`config.mk`:
```
export PLATFORM = sky130hd
export DESIGN_NAME = hazard_ctrl
export DESIGN_NICKNAME = d
export VERILOG_FILES = /design/src/rtl/hazard_ctrl_pkg.sv /design/src/rtl/hazard_ctrl_fwd_match.sv /design/src/rtl/hazard_ctrl.sv
export SDC_FILE = /design/constraint.sdc
export NUM_CORES = 1
export LEC_CHECK = 0
export CAP_MARGIN = 20
export CORE_AREA = 2 2 64 66
export DETAILED_ROUTE_END_ITERATION = 12
export DIE_AREA = 0 0 66 68
export PLACE_DENSITY = 0.81
export SYNTH_ARGS = -nofsm -noshare
export SYNTH_HDL_FRONTEND = slang
export SYNTH_SLANG_ARGS = --single-unit
```
`constraint.sdc`:
```
create_clock -name clk -period 3.6 [get_ports clk]
set_input_delay 0.9 -clock clk [delete_from_list [all_inputs] [get_ports clk]]
set_output_delay 0.9 -clock clk [all_outputs]
set_load 0.01 [all_outputs]
```
`src/rtl/hazard_ctrl_pkg.sv`:
```
// Shared types for the pipeline hazard controller:
// FSM states and the destination scoreboard entry.
package hazard_ctrl_pkg;

   localparam int HZ_REG_AW = 5;

   typedef enum logic {
      RUN     = 1'b0,
      MD_BUSY = 1'b1
   } hz_state_t;

   typedef struct packed {
      logic                 valid;
      logic [HZ_REG_AW-1:0] rd;
      logic                 we;
      logic                 is_load;
      logic                 is_md;
   } sb_entry_t;

   localparam sb_entry_t SB_EMPTY = '0;

endpackage

```
`src/rtl/hazard_ctrl_fwd_match.sv`:
```
// Priority match of one EXE source against the post-EXE
// scoreboard entries; the nearest producing stage wins.
module hz_fwd_match
   import hazard_ctrl_pkg::*;
#(
   parameter int REG_AW     = HZ_REG_AW,
   parameter int FWD_STAGES = 2,
   parameter int SEL_W      = $clog2(FWD_STAGES+1)
) (
   input  logic [REG_AW-1:0] i_src,
   input  sb_entry_t         i_sb [0:FWD_STAGES],
   output logic [SEL_W-1:0]  o_sel
);

   // Scan farthest to nearest so the smallest stage index is kept
   always_comb begin
      o_sel = '0;
      for (int k = FWD_STAGES; k >= 1; k--) begin
         if (i_sb[k].valid && i_sb[k].we &&
             (i_sb[k].rd == i_src) && (i_src != '0))
            o_sel = SEL_W'(k);
      end
   end

endmodule

```
`src/rtl/hazard_ctrl.sv`:
```
// Pipeline hazard controller: stage enables, bubbles,
// operand forwarding selects and the mul/div handshake.
module hazard_ctrl
   import hazard_ctrl_pkg::*;
#(
   parameter  int REG_AW     = HZ_REG_AW,
   parameter  int FWD_STAGES = 2,
   parameter  int MD_TIMEOUT = 64,
   localparam int FWD_SEL_W  = $clog2(FWD_STAGES+1)
) (
   input  logic                 clk,
   input  logic                 nrst,
   input  logic                 dec_valid,
   input  logic [REG_AW-1:0]    dec_rs1,
   input  logic [REG_AW-1:0]    dec_rs2,
   input  logic                 dec_rs1_used,
   input  logic                 dec_rs2_used,
   input  logic [REG_AW-1:0]    dec_rd,
   input  logic                 dec_rd_we,
   input  logic                 dec_is_load,
   input  logic                 dec_is_muldiv,
   input  logic                 icache_miss,
   input  logic                 redirect,
   input  logic                 muldiv_done,
   output logic                 pc_en,
   output logic                 fd_en,
   output logic                 de_en,
   output logic                 em_en,
   output logic                 mw_en,
   output logic                 fd_bubble,
   output logic                 de_bubble,
   output logic                 em_bubble,
   output logic                 muldiv_start,
   output logic [FWD_SEL_W-1:0] fwd_sel1,
   output logic [FWD_SEL_W-1:0] fwd_sel2,
   output logic                 muldiv_timeout
);

   localparam int CW = (MD_TIMEOUT > 2) ? $clog2(MD_TIMEOUT) : 1;
   localparam logic [CW-1:0] CNT_LAST = CW'(MD_TIMEOUT - 1);

   hz_state_t        r_state;
   hz_state_t        w_state_nx;
   sb_entry_t        r_sb [0:FWD_STAGES];
   logic [REG_AW-1:0] r_rs1_e;
   logic [REG_AW-1:0] r_rs2_e;
   logic [CW-1:0]    r_cnt;

   logic                 w_md_start;
   logic                 w_md_fin;
   logic                 w_md_to;
   logic                 w_ld_use;
   logic                 w_rs_hit;
   logic [FWD_SEL_W-1:0] w_fwd1;
   logic [FWD_SEL_W-1:0] w_fwd2;

   assign w_md_start = (r_state == RUN) && r_sb[0].valid &&
                       r_sb[0].is_md;
   assign w_md_to    = (r_state == MD_BUSY) && !muldiv_done &&
                       (r_cnt == CNT_LAST);
   assign w_md_fin   = (r_state == MD_BUSY) &&
                       (muldiv_done || (r_cnt == CNT_LAST));
   assign w_rs_hit   = (dec_rs1_used && (dec_rs1 == r_sb[0].rd)) ||
                       (dec_rs2_used && (dec_rs2 == r_sb[0].rd));
   assign w_ld_use   = (r_state == RUN) && !w_md_start &&
                       r_sb[0].valid && r_sb[0].is_load &&
                       (r_sb[0].rd != '0) && w_rs_hit;

   hz_fwd_match #(
      .REG_AW     (REG_AW),
      .FWD_STAGES (FWD_STAGES),
      .SEL_W      (FWD_SEL_W)
   ) u_fwd1 (
      .i_src (r_rs1_e),
      .i_sb  (r_sb),
      .o_sel (w_fwd1)
   );

   hz_fwd_match #(
      .REG_AW     (REG_AW),
      .FWD_STAGES (FWD_STAGES),
      .SEL_W      (FWD_SEL_W)
   ) u_fwd2 (
      .i_src (r_rs2_e),
      .i_sb  (r_sb),
      .o_sel (w_fwd2)
   );

   // FSM state register
   always_ff @(posedge clk) begin
      if (!nrst) r_state <= RUN;
      else       r_state <= w_state_nx;
   end

   // FSM next state: enter on start, leave on done or timeout
   always_comb begin
      w_state_nx = r_state;
      unique case (r_state)
         RUN:     if (w_md_start) w_state_nx = MD_BUSY;
         MD_BUSY: if (w_md_fin)   w_state_nx = RUN;
         default: w_state_nx = RUN;
      endcase
   end

   // Enables and bubbles by priority: reset, mul/div, load-use, miss, redirect
   always_comb begin
      pc_en          = 1'b1;
      fd_en          = 1'b1;
      de_en          = 1'b1;
      em_en          = 1'b1;
      mw_en          = 1'b1;
      fd_bubble      = 1'b0;
      de_bubble      = 1'b0;
      em_bubble      = 1'b0;
      muldiv_start   = 1'b0;
      muldiv_timeout = 1'b0;
      fwd_sel1       = '0;
      fwd_sel2       = '0;
      if (nrst) begin
         fwd_sel1 = w_fwd1;
         fwd_sel2 = w_fwd2;
         if (r_state == MD_BUSY) begin
            pc_en          = 1'b0;
            fd_en          = 1'b0;
            de_en          = 1'b0;
            em_bubble      = !w_md_fin;
            muldiv_timeout = w_md_to;
         end else if (w_md_start) begin
            pc_en        = 1'b0;
            fd_en        = 1'b0;
            de_en        = 1'b0;
            em_bubble    = 1'b1;
            muldiv_start = 1'b1;
         end else if (w_ld_use) begin
            pc_en     = 1'b0;
            fd_en     = 1'b0;
            de_bubble = 1'b1;
         end else if (icache_miss) begin
            pc_en     = 1'b0;
            fd_bubble = 1'b1;
         end else if (redirect) begin
            fd_bubble = 1'b1;
         end
      end
   end

   // Mul/div wait counter, cleared at start and on completion
   always_ff @(posedge clk) begin
      if (!nrst)
         r_cnt <= '0;
      else if (w_md_start || w_md_fin)
         r_cnt <= '0;
      else if (r_state == MD_BUSY)
         r_cnt <= r_cnt + 1'b1;
   end

   // Scoreboard: load EXE from decode, shift the post-EXE entries
   always_ff @(posedge clk) begin
      if (!nrst) begin
         for (int k = 0; k <= FWD_STAGES; k++)
            r_sb[k] <= SB_EMPTY;
         r_rs1_e <= '0;
         r_rs2_e <= '0;
      end else begin
         if (de_en) begin
            if (de_bubble || !dec_valid)
               r_sb[0] <= SB_EMPTY;
            else
               r_sb[0] <= '{valid:   1'b1,
                            rd:      dec_rd,
                            we:      dec_rd_we,
                            is_load: dec_is_load,
                            is_md:   dec_is_muldiv};
            r_rs1_e <= dec_rs1;
            r_rs2_e <= dec_rs2;
         end else if (w_md_fin) begin
            // the finished mul/div has moved into MEM
            r_sb[0].valid <= 1'b0;
         end
         if (em_en) begin
            r_sb[1] <= em_bubble ? SB_EMPTY : r_sb[0];
            for (int k = 2; k <= FWD_STAGES; k++)
               r_sb[k] <= r_sb[k-1];
         end
      end
   end

endmodule

```
# [Yosys cells after proc, flatten, opt, wreduce, memory -nomap -nowiden]
# Cells that the tools add are included.
[totals] register_bits=40 latchBits=0 mem_bits_rw=0 romBits=0 word_cells=101 mem_count=0
[op_classes] n_addsub=1 mul=0 div=0 magnitude_cmp=0 n_eq_ne=7 shift=0 n_mux=40 n_bitwise=2 n_reduce_logical=36
[ops] operator="2-to-1 mux 1 bit" n=32
[ops] operator="== test 5 bit" n=6
[ops] operator="logical AND 1 bit" n=22
[ops] operator="nonzero test 5 bit" n=3
[ops] operator="2-to-1 mux 2 bit" n=6
[ops] operator="2-to-1 mux 9 bit" n=1
[ops] operator="adder 6 x 1 -> 6 bit, second input constant" n=1
[ops] operator="== test 6 bit, second input constant" n=1
[ops] operator="zero test 1 bit" n=4
[ops] operator="logical OR 1 bit" n=4
[ops] operator="OR reduction 2 bit" n=2
[ops] operator="NOT 1 bit" n=2
[ops] operator="one-hot mux 1 bit (2 select lines)" n=1
[ops] operator="nonzero test 2 bit" n=1

# [Longest topological paths before layout]
[logic_depth] word_depth=16 mapped_depth=5 depth_no_buf=5

# [Hierarchy]
# Synthesis repeated with hierarchy kept, for this count alone.
[hier_totals] hier_cells=243 area_unflattened_um2=2120.8
[by_module_without_submodules] module="hazard_ctrl" instances=1 cells_each=207 area_per_inst_um2=1828.0 seq_area_each_um2=880.8
[by_module_without_submodules] module="hz_fwd_match" instances=2 cells_each=18 area_per_inst_um2=146.4 seq_area_each_um2=0.0

# [Worst setup path after synthesis]
# OpenSTA, ideal clock, no wires.
[synth_path] path_kind="input to output" from="input dec_rs1[1]" to="output de_bubble" t_arrival_ps=1896 path_slack_ps=804 cell_stages=5 cell_sequence="xnor2_1 -> nand4_1 -> o22ai_1 -> buf_2 -> and2_1"
[synth_via] elab_chain_len=8
[synth_rtl] element="from (decl)" line="hazard_ctrl.sv:14" source="input logic [REG_AW-1:0] dec_rs1,"
[synth_rtl] element="== test 5 bit" line="hazard_ctrl.sv:63" source="assign w_rs_hit = (dec_rs1_used && (dec_rs1 == r_sb[0].rd)) ||"
[synth_rtl] element="logical AND 1 bit" line="hazard_ctrl.sv:63"
[synth_rtl] element="logical OR 1 bit" line="hazard_ctrl.sv:63"
[synth_rtl] element="logical AND 1 bit" line="hazard_ctrl.sv:67" source="(r_sb[0].rd != '0) && w_rs_hit;"
[synth_rtl] element="2-to-1 mux 1 bit" line="hazard_ctrl.sv:134" source="end else if (w_ld_use) begin"
[synth_rtl] element="2-to-1 mux 1 bit" line="hazard_ctrl.sv:128" source="end else if (w_md_start) begin"
[synth_rtl] element="2-to-1 mux 1 bit" line="hazard_ctrl.sv:122" source="if (r_state == MD_BUSY) begin"
[synth_rtl] element="2-to-1 mux 1 bit" line="hazard_ctrl.sv:119" source="if (nrst) begin"
[synth_rtl] element="to (decl)" line="hazard_ctrl.sv:31" source="output logic de_bubble,"
# No other way between the ends.

# [Worst setup path after layout]
[layout_path] from="input dec_rs1[2]" to="output fd_en"
[layout_via] elab_chain_len=8
[layout_rtl] element="== test 5 bit" line="hazard_ctrl.sv:63"
[layout_rtl] element="logical AND 1 bit" line="hazard_ctrl.sv:63"
[layout_rtl] element="logical OR 1 bit" line="hazard_ctrl.sv:63"
[layout_rtl] element="logical AND 1 bit" line="hazard_ctrl.sv:67"
[layout_rtl] element="2-to-1 mux 1 bit" line="hazard_ctrl.sv:134"
[layout_rtl] element="2-to-1 mux 1 bit" line="hazard_ctrl.sv:128"
[layout_rtl] element="2-to-1 mux 1 bit" line="hazard_ctrl.sv:122"
[layout_rtl] element="2-to-1 mux 1 bit" line="hazard_ctrl.sv:119"
[layout_rtl] element="to (decl)" line="hazard_ctrl.sv:26" source="output logic fd_en,"
# No other way between the ends.

==> metrics <==
Util after Layout 65.31%; grt met3 use 5.099%; Syn. warnings 0; Max-Slew Margin vs Limit 63.48%; Routed Antenna Nets 0; vias in the first global route 1,624; clk slew on worst S/H paths 70 ps; DRT iter0 DRCs 41; Fin. Hold Viols 0; most frequent CP cell clkdlybuf4s50_1; Post-synth EDFFs 0; Crit path max-delay family buffers and inverters; Pre-antenna DRT Iters 4; RSZ-0062 raised after global routing false; NumNets Final 291; share of cells above drive strength 1 10.19%; achievable frequency 291.4 MHz; fin crit period 3431 ps; Gate power share 20.2%; most frequent cells in the layout dfxtp_1 (40), clkdlybuf4s50_1 (35), xnor2_1 (32); Worst Skew 7.319 ps; Die W 66 µm; fin. max-slew vios 0; Final HPWL DP 3264 µm; slew at the pin closest to its max-slew limit 544.6 ps; full die area 0.004488 mm²; Worst EP arrival 2530 ps; Placement Cell Area 0.002402 mm²; Switching Share 27.72%; met2 GRT Util 38.76%; Post-Syn Area 0.001992 mm²; Critical Path Max Stage Delay 520 ps; setup violators final 0; Global Route Usage Sum 21.68%; initial antenna violation count 0; final period utilization 95.32%; hold buffers post-CTS 0; Buf/Inv on CP 3; commonest non-fill, non-tap cell in the layout dfxtp_1; layer with the highest usage met2; Vias/cell 5.365; TritonCTS clock tree built; Ports 40; gp weighted congestion 0.8043; gate count after technology mapping 224; Synth area leader dfxtp_1; crit path max fanout 5; Net Switching 310.4 µW; area grow syn2layout 26.44%; PD cells 444.6 mW/mm²; CTS sink cnt 40; Flop pwr share 47.5%; post-synthesis sequential area ratio 40.20%; Worst-Skew Late Latency 300 ps; Critical-path top delay cell clkdlybuf4s50_1; die height 68 µm; Pleak 0.0009547 µW; CORE AREA 0.003856 mm²; n_diodes 0; crit path launch type input pin; area share of the largest cell type after synthesis 40.20%; Final Cell Area 0.002519 mm²; CP endpoint kind output port; Internal Power 809.5 µW; prevailing post-synth register cell dfxtp_1; CTS H-Tree Depth 2; Vias 1,690; M1 GR Usage 24.62%; total CTS buffers 5; setup slack, reg-to-reg 1890 ps; Clk pwr share 32.3%; async set or reset register ratio after synthesis 0%; number of port buffers 37; status complete, no violations; DRC errors left 0; total power draw 1120 µW; deepest clock path buffer count 2; pin count of the biggest net entering global routing 14; Post-Route Setup TNS 0 ps; #FFs+latches synth 40; worst-path cell chain clkdlybuf4s50_1 > xnor2_1 > nand4_1 > o22ai_1 > buf_4 > a21oi_1 > clkdlybuf4s50_1; grt ovf 0; synth top area cells dfxtp_1 (40%), xnor2_1 (14%), nand2_1 (5.1%); Rows 23; Setup Crit Path Kind input pin to output port; Root Buffer clkbuf_8; Routed wire per std cell 13.55 µm; first-pass GRT wire length 7334 µm; Peak VDD IR 0.2513 mV; Post CTS Setup Buffer Count 0; CP Data Required Time 2700 ps; post-synth cell types 39; max-cap check violation count 0; Post-Synthesis Mean Instance Area 8.892 µm²; Routed WL 4267 µm; HP Class register to register; Initial Util 51.65%
-- power by group through the flow --
stage                     clock network [µW]  registers (µW)  logic (µW)
after floorplan                            0             524         163
after global placement                     0             540         223
after detailed placement                   0             541         227
after CTS                                369             531         229
after global routing                     389             537         252
final                                    362             532         227
-- Yosys cell counts, types with 2 or more instances --
cell,n
nor3_1,3
nand2b_1,2
nor4_1,4
or4_1,2
xnor2_1,32
a2bb2oi_1,7
xor2_1,3
dfxtp_1,40
and3_1,3
buf_2,3
buf_4,2
buf_6,3
nand4_1,8
o21ai_2,6
inv_1,2
o21ai_1,2
clkbuf_1,4
a21oi_1,14
nor2_1,11
and2_1,15
o211ai_1,3
nand2_1,27
nand3_1,12
-- timing repair --
item,CTS,global route
setup endpoints to repair,0,2
endpoints found under the hold margin,0,0
gates resized for setup,0,2
-- worst register-to-register path, stage by stage, from the launching register on --
cell and delay (ps):
dfxtp_1 380, ha_1 210, and3_1 200, a31oi_1 140
a211oi_1 510, and2_2 230
-- metrics by stage --
| step | worst slack [ps] | hold WS (ps) | cells |
|---|---|---|---|
| finish | 168.6 | 497.4 | 315 |
| global route | 71.52 | 513.6 | 315 |
| CTS | 57.38 | 497.4 | 315 |
| detailed placement | 69.99 | 475.8 | 307 |
| global placement | 80.01 | 473.4 | 307 |
| floorplan | 803.8 | 430.4 | 225 |
-- flip-flops by register name, indices dropped and copies added (netlist names) --
| register | cells |
|---|---|
| r_state | 1 |
| r_sb | 23 |
| r_rs1_e | 5 |
| r_rs2_e | 5 |
| r_cnt | 6 |
-- layout make-up --
class / count / area (µm²)
Inverter: 2 / 7.507
Fill cell: 330 / 1338
Multi-Input combinational cell: 171 / 1109
Clock inverter: 3 / 42.54
Clock buffer: 5 / 68.82
Timing Repair Buffer: 44 / 427.9
Sequential cell: 40 / 800.8
Tap cell: 50 / 62.56
-- cells by family (layout without fill, tap and decap cells) --
group | Yosys count | in the layout | synth area share, %
AOI/OAI and AO/OA | 42 | 42 | 15.77
xor gates and xnor gates | 35 | 35 | 15.39
adders and majority gates | 1 | 1 | 0.6280
buffers and inverters | 14 | 54 | 4.334
DFF | 40 | 40 | 40.20
muxes | 1 | 1 | 0.5025
other | 1 | 2 | 0.1883
and+or+nand+nor | 90 | 90 | 22.99
-- per-layer routing --
metal	up-vias	wire [µm]	share of wire (%)
met5	-	0	0
met4	0	102	2.4
met3	8	158	3.7
met2	45	2154	50
met1	784	1851	43
li1	853	-	-
-- worst paths after layout --
| path | startpoint | end | cells past startpoint |
|---|---|---|---|
| worst max-delay path | dec_rs1[2] | fd_en | 7 |
| worst min-delay path | r_sb[11]$_SDFF_PP0_ | r_sb[2]$_SDFF_PN0_ | 1 |
| worst max register to register | r_cnt[0]$_SDFFE_PP0P_ | r_sb[13]$_SDFF_PP0_ | 5 |
| worst min register to register | r_sb[11]$_SDFF_PP0_ | r_sb[2]$_SDFF_PN0_ | 1 |
Power figures use the tool's default switching activity.
